$ cat src/rtl/hs_pkg.sv
// Shared definitions for the hs_slave_sink responder: address limit, checker states
// and the default FIFO entry layout.
package hs_pkg;

    localparam logic [7:0] HS_MAX_ADDR = 8'h30;
    localparam int         HS_WIDTH    = 8;

    typedef enum logic {
        SEQ_SYNC  = 1'b0,
        SEQ_TRACK = 1'b1
    } seq_state_t;

    typedef struct packed {
        logic [7:0]          addr;
        logic [HS_WIDTH-1:0] data;
    } hs_entry_t;

endpackage

$ cat src/rtl/hs_sync_fifo.sv
// Single-clock FIFO with registered pointers and occupancy; also reports the
// occupancy the current push/pop pair will produce so the owner can register ready.
module hs_sync_fifo #(
    parameter int W     = 16,
    parameter int DEPTH = 4
) (
    input  logic                       clk,
    input  logic                       rst_n,
    input  logic                       push_i,
    input  logic [W-1:0]               din_i,
    input  logic                       pop_i,
    output logic [W-1:0]               dout_o,
    output logic [$clog2(DEPTH+1)-1:0] level_o,
    output logic [$clog2(DEPTH+1)-1:0] level_nxt_o,
    output logic                       full_o,
    output logic                       empty_o
);

    localparam int AW = $clog2(DEPTH);
    localparam int LW = $clog2(DEPTH+1);

    logic [W-1:0]  store_q [DEPTH];
    logic [AW-1:0] wr_ptr_q, rd_ptr_q;
    logic [LW-1:0] level_q, level_d;

    always_comb begin
        level_d = level_q;
        case ({push_i, pop_i})
            2'b10:   level_d = level_q + LW'(1);
            2'b01:   level_d = level_q - LW'(1);
            default: level_d = level_q;
        endcase
    end

    always_ff @(posedge clk or negedge rst_n) begin
        if (!rst_n) begin
            wr_ptr_q <= '0;
            rd_ptr_q <= '0;
            level_q  <= '0;
        end else begin
            if (push_i) wr_ptr_q <= wr_ptr_q + AW'(1);
            if (pop_i)  rd_ptr_q <= rd_ptr_q + AW'(1);
            level_q <= level_d;
        end
    end

    // Payload storage carries no reset; only pointers and level define validity.
    always_ff @(posedge clk) begin
        if (push_i) store_q[wr_ptr_q] <= din_i;
    end

    assign dout_o      = store_q[rd_ptr_q];
    assign level_o     = level_q;
    assign level_nxt_o = level_d;
    assign full_o      = (level_q == LW'(DEPTH));
    assign empty_o     = (level_q == '0);

endmodule

$ cat src/rtl/hs_slave_sink.sv
// Responder end of the valid/ready link: buffers in-range beats and drains them into
// a register memory. Define SLAVE_SEQ_CHECK_EN to build the address-sequence checker.
module hs_slave_sink
    import hs_pkg::*;
#(
    parameter int         WIDTH    = 8,
    parameter int         DEPTH    = 4,
    parameter logic [7:0] MAX_ADDR = HS_MAX_ADDR
) (
    input  logic                       clk,
    input  logic                       rst_n,
    input  logic                       valid,
    input  logic [7:0]                 addr,
    input  logic [WIDTH-1:0]           s_data_in,
    output logic                       ready,
    input  logic                       drain_en,
    input  logic [7:0]                 rd_addr,
    output logic [WIDTH-1:0]           rd_data,
    output logic [$clog2(DEPTH+1)-1:0] fifo_level,
    output logic [15:0]                beat_cnt,
    output logic [7:0]                 drop_cnt,
    output logic                       seq_err
);

    localparam int LW        = $clog2(DEPTH+1);
    localparam int MEM_WORDS = int'(MAX_ADDR) + 1;
    localparam int MEM_AW    = $clog2(MEM_WORDS);

    typedef struct packed {
        logic [7:0]       addr;
        logic [WIDTH-1:0] data;
    } entry_t;

    logic             ready_q, ready_d;
    logic [WIDTH-1:0] rd_data_q;
    logic [15:0]      beat_cnt_q;
    logic [7:0]       drop_cnt_q;
    logic [WIDTH-1:0] mem_q [MEM_WORDS];

    logic             accept, in_range, push, pop;
    logic             fifo_full, fifo_empty;
    logic [LW-1:0]    level, level_nxt;
    entry_t           head, tail;

    assign accept   = valid & ready_q;
    assign in_range = (addr <= MAX_ADDR);
    assign push     = accept & in_range & ~fifo_full;
    assign pop      = drain_en & ~fifo_empty;
    assign tail     = '{addr: addr, data: s_data_in};

    hs_sync_fifo #(
        .W     ($bits(entry_t)),
        .DEPTH (DEPTH)
    ) u_fifo (
        .clk         (clk),
        .rst_n       (rst_n),
        .push_i      (push),
        .din_i       (tail),
        .pop_i       (pop),
        .dout_o      (head),
        .level_o     (level),
        .level_nxt_o (level_nxt),
        .full_o      (fifo_full),
        .empty_o     (fifo_empty)
    );

    // Ready looks one cycle ahead so the FIFO can never be overrun.
    assign ready_d = (level_nxt != LW'(DEPTH));

    always_ff @(posedge clk or negedge rst_n) begin
        if (!rst_n) begin
            ready_q    <= 1'b0;
            beat_cnt_q <= '0;
            drop_cnt_q <= '0;
        end else begin
            ready_q <= ready_d;
            if (accept) beat_cnt_q <= beat_cnt_q + 16'd1;
            if (accept && !in_range && drop_cnt_q != 8'hFF) drop_cnt_q <= drop_cnt_q + 8'd1;
        end
    end

    // Memory survives reset; only in-range entries ever reach the FIFO head.
    always_ff @(posedge clk) begin
        if (pop && head.addr <= MAX_ADDR) mem_q[head.addr[MEM_AW-1:0]] <= head.data;
    end

    always_ff @(posedge clk or negedge rst_n) begin
        if (!rst_n) rd_data_q <= '0;
        else        rd_data_q <= (rd_addr <= MAX_ADDR) ? mem_q[rd_addr[MEM_AW-1:0]] : '0;
    end

`ifdef SLAVE_SEQ_CHECK_EN
    seq_state_t seq_state_q;
    logic [7:0] exp_addr_q;
    logic       seq_err_q;

    function automatic logic [7:0] next_addr(input logic [7:0] a);
        return (a >= MAX_ADDR) ? 8'h00 : a + 8'd1;
    endfunction

    always_ff @(posedge clk or negedge rst_n) begin
        if (!rst_n) begin
            seq_state_q <= SEQ_SYNC;
            exp_addr_q  <= '0;
            seq_err_q   <= 1'b0;
        end else if (accept) begin
            exp_addr_q <= next_addr(addr);
            case (seq_state_q)
                SEQ_SYNC:  seq_state_q <= SEQ_TRACK;
                SEQ_TRACK: if (addr != exp_addr_q) seq_err_q <= 1'b1;
                default:   seq_state_q <= SEQ_SYNC;
            endcase
        end
    end

    assign seq_err = seq_err_q;
`else
    assign seq_err = 1'b0;
`endif

    assign ready      = ready_q;
    assign rd_data    = rd_data_q;
    assign fifo_level = level;
    assign beat_cnt   = beat_cnt_q;
    assign drop_cnt   = drop_cnt_q;

endmodule

$ cat config.mk
export PLATFORM = sky130hd
export DESIGN_NAME = hs_slave_sink
export DESIGN_NICKNAME = d
export VERILOG_FILES = /design/src/rtl/hs_pkg.sv /design/src/rtl/hs_sync_fifo.sv /design/src/rtl/hs_slave_sink.sv
export SDC_FILE = /design/constraint.sdc
export NUM_CORES = 1
export LEC_CHECK = 0
export ABC_CLOCK_PERIOD_IN_PS = 6380
export BUFFER_PORTS_ARGS = -buffer_cell sky130_fd_sc_hd__buf_4
export CAP_MARGIN = 20
export CELL_PAD_IN_SITES_DETAIL_PLACEMENT = 2
export CELL_PAD_IN_SITES_GLOBAL_PLACEMENT = 2
export CORE_MARGIN = 2
export CORE_UTILIZATION = 50
export DETAILED_ROUTE_END_ITERATION = 10
export PLACE_DENSITY_LB_ADDON = 0.12
export SLEW_MARGIN = 25
export SYNTH_ARGS = -nofsm -noshare
export SYNTH_HDL_FRONTEND = slang
export SYNTH_HIERARCHICAL = 1
export SYNTH_SLANG_ARGS = --single-unit
$ cat constraint.sdc
create_clock -name clk -period 6.38 [get_ports clk]
set_input_delay 0.957 -clock clk [delete_from_list [all_inputs] [get_ports clk]]
set_output_delay 0.957 -clock clk [all_outputs]
set_load 0.005 [all_outputs]
# Word-level counts from Yosys, hierarchy flattened

Memory sizes are Yosys's and may differ from the RTL's.
Cells that the tools add are included.

Bitwise operators: 6
Eq/ne operators: 5
Add/sub/neg operators: 6
Magnitude comparators: 3
Mux-type cells: 6
Div/mod/pow operators: 0
Reduce and logical (&&, ||, !) cells: 5
Shift-type cells: 0
Multiply operators: 0

Operators with widths:

| kind                    | number |
|---|---|
| $le A8 B6 Y1 const B    | 3 |
| $add A16 B1 Y16 const B | 1 |
| $add A8 B1 Y8 const B   | 1 |
| $mux W8                 | 1 |
| $ne A8 B8 Y1 const B    | 1 |
| $pmux W3 S2             | 1 |
| $add A2 B1 Y2 const B   | 2 |
| $and A1 B1 Y1           | 4 |
| $mux W1                 | 4 |
| $add A3 B1 Y3 const B   | 1 |
| $eq A3 B3 Y1 const B    | 1 |
| $logic_and A1 B1 Y1     | 3 |
| $logic_not A3 Y1        | 1 |
| $ne A3 B3 Y1 const B    | 1 |
| $sub A3 B1 Y3 const B   | 1 |
| $eq A2 B1 Y1 const B    | 1 |
| $eq A2 B2 Y1 const B    | 1 |
| $not A1 Y1              | 2 |
| $logic_not A1 Y1        | 1 |

Bits in latches: 0
ROM bits: 0
Logic and storage cells: 40
Bits in registers: 40
Input bits: 28
Memories kept: 2
RAM bits: 456

Memories:

| name           | depth | width | rd ports | clocked after Yosys merged registers in | wr ports | line                | RTL |
|---|---|---|---|---|---|---|---|
| mem_q          | 49    | 8     | 1        | 0                                       | 1        | hs_slave_sink.sv:38 | `logic [WIDTH-1:0] mem_q [MEM_WORDS];` |
| u_fifo.store_q | 4     | 16    | 1        | 0                                       | 1        | hs_sync_fifo.sv:22  | `logic [W-1:0] store_q [DEPTH];` |

# Depth between registers and ports, before layout

Word-level depth: 6
Gate-level depth with buffers: 11
Gate-level depth less buffers: 11

# Hierarchy

The synthesis kept the hierarchy.

By module, submodules not included:

| module        | area each (um^2) | seq. area each (um^2) | times used | cells an instance |
|---|---|---|---|---|
| hs_slave_sink | 16634.7          | 12597.1               | 1          | 844 |
| hs_sync_fifo  | 2747.6           | 2097.0                | 1          | 121 |

# Least setup slack after synthesis

OpenSTA, ideal clock, no wires.

Path kind: in2reg
Start point: in addr[0]
End point: reg ready_q (netlist: ready)
Data arrival time: 3467 ps
Stages on the path: 10
Path buffers: 0
Path slack: 2848 ps
Library setup time: 65 ps
Required time: 6315 ps
Cells stage by stage: or4_1 > a311oi_2 > nor3b_1 > inv_1 > ha_1 > inv_1 > fa_1 > o21ai_0 > nor2_1 > nand2_1

Word-level cells in the longest chain between the ends: 6

Ends and longest elaborated chain:

| item                                         | line                | RTL |
|---|---|---|
| from (decl)                                  | hs_slave_sink.sv:13 | `input logic [7:0] addr,` |
| $le A8 B6 Y1 (*)                             | hs_slave_sink.sv:46 | `assign in_range = (addr <= MAX_ADDR);` |
| $and A1 B1 Y1 (*) (2 in a row)               | hs_slave_sink.sv:47 | `assign push = accept & in_range & ~fifo_full;` |
| named net push                               | hs_slave_sink.sv:40 | `logic accept, in_range, push, pop;` |
| $eq A2 B1 Y1 or $eq A2 B2 Y1 (tied branches) | hs_sync_fifo.sv:28  | `case ({push_i, pop_i})` |
| $pmux W3 S2 (*)                              | hs_sync_fifo.sv:28  |  |
| named net level_nxt[1]                       | hs_slave_sink.sv:42 | `logic [LW-1:0] level, level_nxt;` |
| $ne A3 B3 Y1 (*)                             | hs_slave_sink.sv:68 | `assign ready_d = (level_nxt != LW'(DEPTH));` |
| named net ready_d                            | hs_slave_sink.sv:34 | `logic ready_q, ready_d;` |
| to (signal assigned)                         | hs_slave_sink.sv:76 | `ready_q <= ready_d;` |
| to (decl)                                    | hs_slave_sink.sv:34 |  |

The timed path passes the listed nets; every way through them passes the cells marked *.
A chain may end at the register's enable or synchronous reset.

==> impl_metrics.json <==
{
  "status": "finished, final reports clean",
  "grt_max_degree": 102,
  "clock-root-buffer": "clkbuf_16",
  "drv_slew": 0,
  "vias": 9885,
  "endpoint_kind": "flop",
  "cts_buffers": 50,
  "rsz0062_at_grt": "false",
  "synthArstFlopShare_pct": 8.06,
  "clk_pin_slew_worst_paths_ps": 70,
  "syn_avg_cell_area_sq_um": 20.1,
  "drtPass1Iterations": 5,
  "n_antenna_cell": 0,
  "syn_inst": 965,
  "arrival_ps": 4120,
  "fillers": 3224,
  "pwr-share-seq_pct": 48.9,
  "grt_util_met3_pct": 3.81,
  "synthDistinctLibCells": 47,
  "drtIter0Drc": 840,
  "routed_wl_um": 53700,
  "critical_path_class": "reg2reg",
  "critPathLaunchType": "flop",
  "cp_data_required_time_ps": 6590,
  "ys_warn_count": 6,
  "grt_first_pass_wirelength_um": 78900,
  "dp_hpwl_um": 31400,
  "p_leak_nw": 7.29,
  "layout_common_cells": "edfxtp_1 (456), mux4_2 (89), buf_4 (69)",
  "fin_crit_sh_pct": 61.2,
  "ios": 65,
  "grt_most_used_layer": "met2",
  "die_h_um": 201,
  "cap_violations": 0,
  "p_total_mw": 8.57,
  "synth_top_area_share_pct": 70.6,
  "critPathSlowestCell": "dfrtp_1",
  "p_per_area_nw_per_um2": 390,
  "syn_nets": 1001,
  "vias_per_cell": 6.17,
  "core_region_area_sq_um": 38500,
  "comb_power_share_pct": 15.4,
  "fmax_ghz": 0.256,
  "fin_nets": 1077,
  "period_minus_slack_ps": 3900,
  "worst_pin_slew_ps": 964,
  "p_int_mw": 6.21,
  "hold_viol": 0,
  "crit_buf_inv": 0,
  "r2r_start": "u_fifo/rd_ptr_q[1]",
  "layout_commonest_cell": "edfxtp_1",
  "hp-class": "in2async",
  "sw_frac_of_total_pct": 27.6,
  "grt_util_met2_pct": 44.7,
  "row_count": 72,
  "antenna_found_initial": 0,
  "cts_max_path_buffers": 3,
  "grt_pass1_vias": 11000,
  "slew_headroom_pct": 35.5,
  "cts.sinks": 496,
  "postCtsHoldBufs": 0,
  "path_max_fanout": 17,
  "crit_chain": "mux4_2 > nor4b_1 > nand2b_1 > a31oi_1 > nand3_1 > nor2_1",
  "worst_path_dominant_cell_family": "simple AND/OR/NAND/NOR gates",
  "pwr-share-clk_pct": 35.7,
  "ant_nets": 0,
  "wire_per_inst_um": 33.6,
  "final.setup.tns_ps": 0,
  "synthTopCellsByArea": "edfxtp_1 (71%), mux4_2 (10%), dfrtp_1 (5.2%)",
  "post_cts_buffers": 0,
  "ir_drop_mv": 0.318,
  "die_w_um": 201,
  "finish.instance_area_sq_um": 22000,
  "cts_tree": "done",
  "ys_seq_area_share_pct": 75.8,
  "cp-startpoint": "u_fifo/rd_ptr_q[1]",
  "ys_ff_latch": 496,
  "track_usage_pct": 27.3,
  "dieArea_sq_um": 40400,
  "cts.htree.levels": 2,
  "ys.flop_type": "edfxtp_1",
  "switching_power_mw": 2.36,
  "routabilityCongestion": 0.780,
  "cpPeakStageDelay_ps": 830,
  "drive_above_1_share_pct": 23.2,
  "port_buffers": 63,
  "setup_viol": 0,
  "grt_overflow": 0,
  "synth-edff-count": 456,
  "area_delta_synth_final_pct": 13.4,
  "synth_top_cell_by_area": "edfxtp_1",
  "clock_latency_ps": 600,
  "met1_usage_pct": 38.3,
  "placed_area_sq_um": 20300,
  "drc": 0,
  "ctsResizeCount": 0,
  "syn_area_sq_um": 19400,
  "clock_skew_ps": 25.3,
  "start_util_pct": 50.4
}
==> cells by family after synthesis <==
family | Yosys count | share of synthesized area (%)
buf+inv | 53 | 1.50
fa+ha+maj | 8 | 0.555
mux | 154 | 14.3
flops | 496 | 75.8
simple gates | 163 | 4.03
compound gates | 63 | 2.54
other cells | 1 | 0.0193
xor+xnor | 27 | 1.22
==> registers in the layout, indices dropped and copies added, names as in the netlist <==
| name | cells |
|---|---|
| u_fifo/level_o | 3 |
| u_fifo/wr_ptr_q | 2 |
| u_fifo/store_q | 64 |
| beat_cnt | 16 |
| ready | 1 |
| mem_q | 392 |
| drop_cnt | 8 |
| rd_data | 8 |
| u_fifo/rd_ptr_q | 2 |
==> power groups by stage <==
stage | clock network, mW | logic, mW | registers [mW]
after floorplan | 0 | 0.716 | 4.21
after global placement | 0 | 1.20 | 4.25
after detailed placement | 0 | 1.31 | 4.26
after CTS | 3.10 | 1.34 | 4.20
after global routing | 3.19 | 1.42 | 4.20
final | 3.06 | 1.32 | 4.19
==> cells in the mapped netlist (9+ instances only) <==
cell type  number
nand2_1        40
edfxtp_1      456
dfrtp_1        40
and3_1         11
xnor2_1        20
clkbuf_1       12
a22oi_1        24
mux2i_1        56
mux4_2         88
nor2_1         58
a21oi_1         9
buf_2          15
nand4_1        11
nand3_1         9
==> per-stage QoR <==
stage | instances | worst slack (ps) | hold WS, ps | util (%)
floorplan | 965 | 2850 | 455 | -
global placement | 1507 | 2350 | 462 | 52.7
detailed placement | 1507 | 2080 | 485 | 52.7
CTS | 1601 | 2380 | 375 | 57.1
global route | 1601 | 2200 | 396 | 57.1
finish | 1601 | 2480 | 365 | 57.1
==> metal layers <==
layer,share of wire (%),routed length (um)
met5,0,0
met2,49,26500
met4,2.9,1550
met1,42,22800
met3,5.3,2850
==> area by class of cell <==
cell class	count	area (sq um)	share of cell area, %
Multi-Input combinational cell	416	4390	20.0
Timing Repair Buffer	70	538	2.45
Sequential cell	496	14700	66.9
Inverter	7	26.3	0.120
Clock buffer	68	1420	6.47
Clock inverter	26	254	1.16
Tap cell	518	648	2.95
==> worst reg2reg max path, stage by stage (launching register included) <==
cell	delay, ps
dfrtp_1	830
mux4_2	410
nor4b_1	430
nand2b_1	140
a31oi_1	350
nand3_1	530
nor2_1	830
==> path summary, 6_finish.rpt <==
| check | endpoint | slack (ps) | depth (start not counted) |
|---|---|---|---|
| hold reg to reg | beat_cnt[7] | 490 | 1 |
| max in group asynchronous | rd_data[2] | 5600 | 1 |
| hold / removal | beat_cnt[15] | 370 | 1 |
| min in group clk | beat_cnt[7] | 490 | 1 |
| setup reg to reg | mem_q[46][5] | 2480 | 6 |
| setup / recovery | mem_q[46][5] | 2480 | 6 |
Note: power is estimated with default switching activity, not from simulation.
